<file path="config.mk">
export PLATFORM = sky130hd
export DESIGN_NAME = ahb_slave_mux
export DESIGN_NICKNAME = d
export VERILOG_FILES = /design/src/rtl/ahb_pkg.sv /design/src/rtl/ahb_wait_timer.sv /design/src/rtl/ahb_slave_mux.sv
export SDC_FILE = /design/constraint.sdc
export NUM_CORES = 1
export LEC_CHECK = 0
export CORE_AREA = 2 2 85 87
export CTS_CLUSTER_SIZE = 24
export DETAILED_ROUTE_END_ITERATION = 8
export DIE_AREA = 0 0 87 89
export PLACE_DENSITY = 0.83
export SETUP_SLACK_MARGIN = 0.1
export SYNTH_ARGS = -nofsm -noshare
export SYNTH_HDL_FRONTEND = slang
export SYNTH_SLANG_ARGS = --single-unit
</file>
<file path="constraint.sdc">
create_clock -name h_clk -period 5.2 [get_ports h_clk]
set_input_delay 1.04 -clock h_clk [delete_from_list [all_inputs] [get_ports h_clk]]
set_output_delay 1.04 -clock h_clk [all_outputs]
set_load 0.02 [all_outputs]
</file>
<file path="src/rtl/ahb_pkg.sv">
// ahb_pkg: AHB transfer/response encodings and response-mux FSM states
package ahb_pkg;
  localparam logic [1:0] IDLE   = 2'b00;
  localparam logic [1:0] BUSY   = 2'b01;
  localparam logic [1:0] NONSEQ = 2'b10;
  localparam logic [1:0] SEQ    = 2'b11;
  localparam logic OKAY  = 1'b0;
  localparam logic ERROR = 1'b1;
  typedef enum logic [1:0] {S_IDLE, S_ACTIVE, S_TO_ERR1, S_TO_ERR2} mux_state_t;
endpackage

</file>
<file path="src/rtl/ahb_wait_timer.sv">
// ahb_wait_timer: saturating wait-state counter with clear and expiry compare
module ahb_wait_timer #(
  parameter int TIMEOUT_CYC = 16
) (
  input  logic h_clk,
  input  logic h_resetn,
  input  logic clr,
  input  logic inc,
  output logic expired
);
  localparam int CW = $clog2(TIMEOUT_CYC + 1);
  localparam logic [CW-1:0] LAST = CW'(TIMEOUT_CYC - 1);
  logic [CW-1:0] cnt;
  always_ff @(posedge h_clk) begin
    if (!h_resetn || clr) cnt <= '0;
    else if (inc && cnt != LAST) cnt <= cnt + CW'(1);
  end
  assign expired = cnt == LAST;
endmodule

</file>
<file path="src/rtl/ahb_slave_mux.sv">
// ahb_slave_mux: routes the data-phase slave response to the master, with a
// wait-state watchdog that turns a stalled transfer into a two-cycle ERROR.
module ahb_slave_mux
  import ahb_pkg::*;
#(
  parameter int DATA_W      = 32,
  parameter int NUM_SLV     = 5,
  parameter int TIMEOUT_CYC = 16
) (
  input  logic                      h_clk,
  input  logic                      h_resetn,
  input  logic [NUM_SLV-1:0]        h_sel,
  input  logic [1:0]                h_trans,
  input  logic [NUM_SLV-1:0]        h_ready_s,
  input  logic [NUM_SLV-1:0]        h_resp_s,
  input  logic [NUM_SLV*DATA_W-1:0] h_rdata_s,
  input  logic                      h_ready_def,
  input  logic                      h_resp_def,
  output logic                      h_ready,
  output logic                      h_resp,
  output logic [DATA_W-1:0]         h_rdata,
  output logic                      timeout_flag
);
  localparam int SW = $clog2(NUM_SLV + 1);
  mux_state_t state, nxt;
  logic [SW-1:0] dp_sel, sel_idx;
  logic dp_valid, cap_valid, act, r_rdy, r_resp, expired;
  logic [DATA_W-1:0] r_data;
  // Lowest set bit wins on an illegal multi-hot select; none set is the default slot.
  always_comb begin
    sel_idx = SW'(NUM_SLV);
    for (int i = NUM_SLV - 1; i >= 0; i--)
      if (h_sel[i]) sel_idx = SW'(i);
  end
  assign cap_valid = h_trans == NONSEQ || h_trans == SEQ;
  assign act = state == S_ACTIVE && dp_valid;
  always_comb begin
    r_rdy  = h_ready_def;
    r_resp = h_resp_def;
    r_data = '0;
    for (int i = 0; i < NUM_SLV; i++)
      if (dp_sel == SW'(i)) begin
        r_rdy  = h_ready_s[i];
        r_resp = h_resp_s[i];
        r_data = h_rdata_s[i*DATA_W +: DATA_W];
      end
  end
  always_comb begin
    h_ready      = act ? r_rdy : state != S_TO_ERR1;
    h_resp       = act ? r_resp : (state == S_TO_ERR1 || state == S_TO_ERR2) ? ERROR : OKAY;
    h_rdata      = act ? r_data : '0;
    timeout_flag = act && !r_rdy && expired;
    nxt          = state == S_TO_ERR1 ? S_TO_ERR2 :
                   timeout_flag ? S_TO_ERR1 :
                   h_ready ? (cap_valid ? S_ACTIVE : S_IDLE) : state;
  end
  always_ff @(posedge h_clk) begin
    if (!h_resetn) begin
      state    <= S_IDLE;
      dp_valid <= 1'b0;
      dp_sel   <= SW'(NUM_SLV);
    end else begin
      state <= nxt;
      if (h_ready) begin
        dp_sel   <= sel_idx;
        dp_valid <= cap_valid;
      end
    end
  end
  ahb_wait_timer #(.TIMEOUT_CYC(TIMEOUT_CYC)) u_timer (
    .h_clk    (h_clk),
    .h_resetn (h_resetn),
    .clr      (!act || r_rdy || expired),
    .inc      (!r_rdy),
    .expired  (expired)
  );
endmodule
</file>
Word level (Yosys, flattened, before mapping)
Index checks and enable logic that the tools add are counted.

Register bits: 11. Input port bits: 181. Output and inout port bits: 35.

Add/subtract/negate cells: 1. Eq/ne operators: 12. Muxes and demuxes: 28. Reductions and logical operators: 14.

Operators with widths (count): 2-to-1 mux 32 bit (6); 2-to-1 mux 1 bit (15); 2-to-1 mux 3 bit (4); equality test 2 bit, second input constant (4); equality test 3 x 2 -> 1 bit, second input constant (2); 2-to-1 mux 2 bit (3); adder 5 x 1 -> 5 bit, second input constant (1); equality test 5 x 4 -> 1 bit, second input constant (1); logical OR 1 bit (5); != test 5 x 4 -> 1 bit, second input constant (1); logical AND 1 bit (4); equality test 3 x 1 -> 1 bit, second input constant (1); equality test 3 bit, second input constant (1); zero test 1 bit (3); zero test 3 bit (1); nonzero test 3 bit (1); equality test 2 x 1 -> 1 bit, second input constant (1); != test 2 bit, second input constant (1).

Logic depth before layout (Yosys ltp)
Gate-level depths: netlist of run 1.

Depth after elaboration: 11. Depth in mapped cells: 6.

Hierarchy
From an unflattened synthesis of run 1, not the netlist that was laid out.

Cell total of the unflattened synthesis: 199. Area total of the unflattened synthesis: 1933.1 um2.

By module, submodules not included: ahb_slave_mux (times used 1, cells each 173, area each 1691.6 um2); ahb_wait_timer (times used 1, cells each 26, area each 241.5 um2).

Least setup slack after synthesis of run 1
Ideal clock, no wire load.

Path type: input port to output port. Start point: in h_ready_s[2]. End point: out h_ready. Arrival time: 1988 ps. Data required time: 4160 ps. Path slack: 2172 ps. Stages: 5. Path buffers: 1. Cells stage by stage: nor4b_1 -> or3_1 -> o22a_1 -> buf_2 -> inv_1.

Cells in the longest elaborated chain, start to end: 4.

RTL lines: start: declaration (line ahb_slave_mux.sv:14) `input logic [NUM_SLV-1:0] h_ready_s,`; 2-to-1 mux 1 bit (3 in a row) (line ahb_slave_mux.sv:42) `if (dp_sel == SW'(i)) begin`; 2-to-1 mux 1 bit (line ahb_slave_mux.sv:49) `h_ready = act ? r_rdy : state != S_TO_ERR1;`; end: declaration (line ahb_slave_mux.sv:19) `output logic h_ready,`.

Every way passes these cells.

Worst setup path in the final report of run 1
Start point: in h_ready_s[3]. End point: out timeout_flag.

Cells in the longest elaborated chain, start to end: 5.

RTL lines: 2-to-1 mux 1 bit (2 in a row) (line ahb_slave_mux.sv:42); zero test 1 bit (line ahb_slave_mux.sv:52) `timeout_flag = act && !r_rdy && expired;`; logical AND 1 bit (2 in a row) (line ahb_slave_mux.sv:52); end: declaration (line ahb_slave_mux.sv:22) `output logic timeout_flag`.

Every way passes these cells.

==> flow_metrics.py, run 1 <==
metrics = {
    "status": {
        "run_status": "finished, final reports clean",
    },
    "placement": {
        "gp_congestion": 0.866,
        "port_buffers": 214,
        "dp_hpwl_um": 7300,
    },
    "timing": {
        "relSlewSlack_pct": 46.9,
        "unrepaired_setup_endpoints_after_global_routing": "no",
        "setup_viol_count_final": 0,
        "slew_violations": 0,
        "final_hold_viol_count": 0,
        "final_clock_skew_ps": 2.16,
        "worst-slew-pin-transition_ps": 797,
        "fin_tns_setup_ps": 0,
        "timing.final.crit_share_pct": 79.7,
        "layout_min_cycle_time_ps": 4150,
        "fmax_mhz": 241,
    },
    "detailed_routing": {
        "vias_per_cell": 5.14,
        "drt_first_pass_iters": 4,
        "first_iter_violations": 76,
        "route.vias.total": 2381,
        "drt_drc_violations_left": 0,
        "antenna_violating_nets_post_route": 0,
        "wl_per_cell_um": 19.0,
        "detail_route.wirelength_um": 8800,
    },
    "synthesis": {
        "synth_top_cell_area_share_pct": 41.4,
        "synthesis.nets": 362,
        "synthesis.area_per_instance_um2": 10.0,
        "post_synth_main_area_contributors": "mux4_2, a22oi_1, dfxtp_1, nor2_1, clkbuf_1",
        "synthFlopType": "dfxtp_1",
        "post_synth_inst_count": 179,
        "cell_type_contributing_the_most_total_cell_area_after_synthesis": "mux4_2",
        "yosysUniqueCellTypes": 35,
        "most_frequent_cell_after_synthesis": "nor2_1",
        "synth_seq_cells": 11,
        "synth_common_cells": "nor2_1, mux4_2, a22oi_1",
        "postSynth.asyncResetShare_pct": 0,
        "synth.yosys.seq_area_share_pct": 12.3,
        "synthesis.area_mm2": 0.00179,
        "synth_enable_flop_cells": 0,
        "synth_warnings": 0,
    },
    "floorplanning": {
        "die_height_um": 89,
        "coreArea_mm2": 0.00672,
        "die_x_um": 87,
        "initial_core_util_pct": 26.7,
        "design.portCount": 216,
        "design.die.area_mm2": 0.00774,
        "floorplan.rows": 30,
    },
    "setup_path": {
        "critical_path_buf_inv_count": 3,
        "worst_path_max_delay_cell": "clkdlybuf4s50_1",
        "cp.arrival_ps": 3110,
        "crit_top_cell": "clkdlybuf4s50_1",
        "timing_worst_setup_path_type": "input pin to output port",
        "critPathRequiredTime_ps": 4160,
        "crit_path_cell_trace": "clkdlybuf4s50_1 -> mux2i_1 -> a32o_1 -> o311ai_0 -> inv_1 -> clkdlybuf4s50_1",
        "critical_path_endpoint_category": "output port",
        "rr_startpoint": "dp_sel[1]",
        "timing.critical_path.max_delay_family": "buffers and inverters",
        "maximum_fanout_encountered_on_the_critical_timing_path": 4,
        "ff2ff_setup_slack_ps": 3010,
        "critical_path.reg2reg.endpoint": "dp_sel[0]",
        "worst_path_largest_cell_delay_ps": 560,
        "start_kind": "input pin",
        "rr_worst_depth": 4,
    },
    "hold_path": {
        "hp-start": "u_timer.cnt[0]",
        "holdCritPathClass": "flop to flop",
        "hold_depth": 1,
        "min_to": "u_timer.cnt[0]",
    },
    "cts": {
        "cts_setup_buffers": 0,
        "cts.sinks": 11,
        "ctsResizeCount": 0,
        "cts_hold_buf": 0,
        "root_buffer": "clkbuf_8",
        "cts.clk_slew.worst_paths_ps": 50,
        "tritoncts": "built",
        "insertion_delay_ps": 240,
        "numCtsBuffers": 3,
        "cts.path.max_buffers": 2,
        "h-tree-depth": 1,
    },
    "cells_and_area": {
        "syn_to_final_growth_pct": 125,
        "n_antenna_cell": 0,
        "post_route_cells_drive_above_1_share_pct": 12.5,
        "finish.net_count": 567,
    },
    "global_routing": {
        "grt_start_max_net_pins": 36,
        "number_of_global_route_vias_before_repair": 2383,
        "grt_antenna_before_repair": 0,
        "grt_first_pass_wirelength_um": 12400,
        "grt_overflow": 0,
        "grt_use_total_pct": 20.9,
    },
    "pwr": {
        "power_density_mw_per_mm2": 111,
        "vdd_ir_drop_max_mv": 0.137,
        "total_leakage_power_nw": 1.45,
        "design_power_total_mw": 0.448,
    },
    "run": {
        "max-cap-violations": 0,
    },
}
## kinds of logic (layout without fill, tap and decap cells)
| family | Yosys count | count (layout) | synth area share (%) |
|---|---|---|---|
| AO/OA/AOI/OAI | 47 | 47 | 20.2 |
| adder cells (fa/ha/maj) | 2 | 2 | 1.39 |
| multiplexers | 38 | 38 | 44.8 |
| AND/OR/NAND/NOR | 55 | 55 | 14.3 |
| flip-flops | 11 | 11 | 12.3 |
| buffers and inverters | 24 | 228 | 6.14 |
| XOR/XNOR | 2 | 2 | 0.976 |
## per-layer routing
metal / up-vias / part of all wire, % / GRT usage (%)
li1: 1132 / - / -
met1: 1121 / 38 / 25.3
met2: 112 / 52 / 38.0
met3: 16 / 7.3 / 3.97
met4: 0 / 2.2 / 5.40
met5: - / 0 / 0
## state kept, by name, summed over array words and instances (netlist names)
register / cells
dp_valid: 1
dp_sel: 3
u_timer.cnt: 5
state: 2
## where the power goes
group | leakage [nW] | internal, mW | switching, mW
Sequential | 0.0903 | 0.0873 | 0.0117
Clock | 0.0228 | 0.0536 | 0.0296
Combinational | 1.33 | 0.193 | 0.0729
## layout make-up
| type | count | area (um^2) |
|---|---|---|
| timing repair buffer | 219 | 2180 |
| inverter | 5 | 18.8 |
| fill | 578 | 2690 |
| multi-input combinational | 144 | 1460 |
| sequential | 11 | 223 |
| clock buffer | 4 | 45.0 |
| tap | 80 | 100 |
## how the worst max path moves through the flow
stage / from / to / slack (ps) / cells after the start
after global placement: h_ready_s[3] / timeout_flag / 1110 / 6
after detailed placement: h_ready_s[2] / h_ready / 1070 / 6
final: h_ready_s[3] / timeout_flag / 1050 / 6
after CTS: h_ready_s[2] / h_ready / 1060 / 6
after floorplan: h_ready_s[2] / h_ready / 2170 / 5
after global routing: h_ready_s[3] / timeout_flag / 950 / 6
## stage by stage
| stage | hold WS [ps] | std cells | area, um^2 | setup WS (ps) | util (%) |
|---|---|---|---|---|---|
| after floorplan | 418 | 179 | 1790 | 2170 | - |
| after global placement | 426 | 459 | 3990 | 1110 | 59.3 |
| after detailed placement | 440 | 459 | 3990 | 1070 | 59.3 |
| after CTS | 450 | 463 | 4030 | 1060 | 60.0 |
| after global routing | 493 | 463 | 4030 | 950 | 60.0 |
| final | 447 | 463 | 4030 | 1050 | 60.0 |
## cell usage in the layout, fill, tap and decap left out, types with 2 or more instances in the layout
cell / count
mux4_2: 33
nand2b_1: 4
a21oi_1: 2
mux2_4: 2
o21ai_0: 2
dfxtp_2: 2
mux2i_1: 3
dfxtp_1: 9
and3_1: 2
nor2_1: 38
clkdlybuf4s50_1: 214
clkbuf_8: 3
nor2b_1: 3
inv_1: 5
ha_1: 2
a22oi_1: 32
buf_4: 5
nand2_1: 3
o211a_1: 2
## worst register-to-register path, delay by kind of cell (launching register included)
family             cells  cell delay, ps
AOI/OAI and AO/OA      1             320
DFF                    1             700
and+or+nand+nor        2             730
muxes                  1             330
(Power assumes the default switching activity.)
==> run 2, diff against run 1 <==
- CORE_AREA: 2 2 85 87 -> default
- CORE_UTILIZATION: default -> 27
- DIE_AREA: 0 0 87 89 -> default
- PLACE_DENSITY: 0.83 -> 0.85
- clock period: 5.2 -> 4.2 ns (I/O delays scaled with it)
==> run 2 against run 1 <==
Sequential power rose by 23%. Sequential cell count did not move. Clock power rose by 26%. Worst hold slack improved by 4.4 ps. Largest cell class unchanged. Core utilization rose by 3.3 points. Critical endpoint is now h_ready.
==> flow_metrics.py, run 2 (synthesis results as in run 1) <==
metrics = {
    "status": {
        "run_status": "finished, final reports clean",
    },
    "floorplanning": {
        "design.portCount": 216,
        "initial_core_util_pct": 28.1,
        "design.die.area_mm2": 0.00698,
        "floorplan.rows": 29,
        "coreArea_mm2": 0.00639,
        "die_x_um": 83.5,
        "die_height_um": 83.5,
    },
    "cts": {
        "insertion_delay_ps": 240,
        "cts.clk_slew.worst_paths_ps": 50,
        "cts_setup_buffers": 0,
        "tritoncts": "built",
        "ctsResizeCount": 0,
        "cts_hold_buf": 0,
        "cts.path.max_buffers": 2,
        "cts.sinks": 11,
        "numCtsBuffers": 3,
        "h-tree-depth": 1,
        "root_buffer": "clkbuf_8",
    },
    "placement": {
        "dp_hpwl_um": 6930,
        "detailedPlace.worstSlack_ps": 512,
        "gp_congestion": 0.807,
        "dpl.cell_count": 456,
        "port_buffers": 214,
        "placed_area_mm2": 0.00399,
    },
    "cells_and_area": {
        "final_core_util_pct": 63.2,
        "syn_to_final_growth_pct": 125,
        "highest_count_cells_in_the_layout_ignoring_fill_and_taps": "clkdlybuf4s50_1, nor2_1, mux4_2, a22oi_1, dfxtp_1",
        "layout.cells.non_filler": 460,
        "post_route_cells_drive_above_1_share_pct": 12.5,
        "n_antenna_cell": 0,
        "postLayoutCellArea_mm2": 0.00404,
        "largest_register_ffs": 5,
        "largest_register": "u_timer.cnt",
        "finish.net_count": 567,
        "layout_commonest_cell": "clkdlybuf4s50_1",
        "largestRegisters": "u_timer.cnt (5), dp_sel (3), state (2)",
        "fill_cells": 519,
    },
    "setup_path": {
        "setup.worst_path.start": "h_ready_s[2]",
        "start_kind": "input pin",
        "timing_worst_setup_path_type": "input pin to output port",
        "critPathRequiredTime_ps": 3360,
        "ff2ff_setup_slack_ps": 1860,
        "timing.critical_path.max_delay_family": "buffers and inverters",
        "critical_path_buf_inv_count": 3,
        "critical_path_endpoint_category": "output port",
        "crit_top_cell": "clkdlybuf4s50_1",
        "crit_path_cell_trace": "clkdlybuf4s50_1 -> nor4b_1 -> or3_1 -> o22a_1 -> inv_1 -> clkdlybuf4s50_1",
        "rr_startpoint": "dp_sel[1]",
        "worst_path_largest_cell_delay_ps": 540,
        "worst_path_max_delay_cell": "clkdlybuf4s50_1",
        "cp.arrival_ps": 2880,
        "maximum_fanout_encountered_on_the_critical_timing_path": 7,
    },
    "pwr": {
        "total_leakage_power_nw": 1.45,
        "design_power_total_mw": 0.558,
        "power_density_mw_per_mm2": 138,
        "vdd_ir_drop_max_mv": 0.159,
    },
    "timing": {
        "timing.final.crit_share_pct": 88.6,
        "layout_min_cycle_time_ps": 3720,
        "final_clock_skew_ps": 2.13,
        "fin_tns_setup_ps": 0,
        "setup_viol_count_final": 0,
        "slew_violations": 0,
        "fmax_mhz": 269,
        "final_hold_viol_count": 0,
        "fin_hold_ws_ps": 451,
        "final_critical_path_setup_slack_ps": 480,
        "relSlewSlack_pct": 51.3,
        "unrepaired_setup_endpoints_after_global_routing": "no",
        "worst-slew-pin-transition_ps": 731,
    },
    "global_routing": {
        "number_of_global_route_vias_before_repair": 2565,
        "grt_start_max_net_pins": 36,
        "grt_use_total_pct": 23.6,
        "grt_antenna_before_repair": 0,
        "grt_first_pass_wirelength_um": 13200,
        "grt_overflow": 0,
    },
    "detailed_routing": {
        "first_iter_violations": 72,
        "route.vias.total": 2441,
        "drt_first_pass_iters": 4,
        "antenna_violating_nets_post_route": 0,
        "detail_route.wirelength_um": 8510,
        "wl_per_cell_um": 18.5,
        "vias_per_cell": 5.31,
        "drt_drc_violations_left": 0,
    },
    "hold_path": {
        "hp-start": "u_timer.cnt[0]",
        "holdCritPathClass": "flop to flop",
    },
    "run": {
        "max-cap-violations": 0,
    },
}
-- run 2: cell counts in the layout (fill, tap and decap cells not counted) --
No cell type changed its count.
-- run 2: worst register-to-register path: cells and delay by family (launching register included) --
kind            cells  cell delay, ps
compound gates      2             760
flops               1             670
mux                 1             330
buf+inv             1             380
simple gates        1              70
-- run 2: final timing paths --
check / to / depth (start not counted)
max: h_ready / 6
min: u_timer.cnt[0] / 1
max reg2reg: dp_sel[0] / 5
min reg2reg: u_timer.cnt[0] / 1
-- run 2: area by class of cell --
| type | instances | area, um^2 | area share (%) |
|---|---|---|---|
| clock buffer | 4 | 45.0 | 1.12 |
| tap | 77 | 96.3 | 2.39 |
| sequential | 11 | 223 | 5.51 |
| timing repair buffer | 219 | 2190 | 54.3 |
| multi-input combinational | 144 | 1460 | 36.2 |
| inverter | 5 | 18.8 | 0.465 |
-- run 2: routing by layer --
metal | wire length [um] | vias up | global-route usage, %
li1 | - | 1131 | -
met3 | 632 | 16 | 3.86
met2 | 4610 | 124 | 45.9
met5 | 0 | - | 0
met1 | 3080 | 1170 | 26.7
met4 | 175 | 0 | 5.70
-- run 2: power breakdown --
part | switching, mW | internal, mW | leakage [nW] | total, mW
Clock | 0.0386 | 0.0665 | 0.0228 | 0.105
Combinational | 0.0914 | 0.240 | 1.34 | 0.332
Sequential | 0.0135 | 0.108 | 0.0903 | 0.122
Total | 0.143 | 0.415 | 1.45 | 0.558
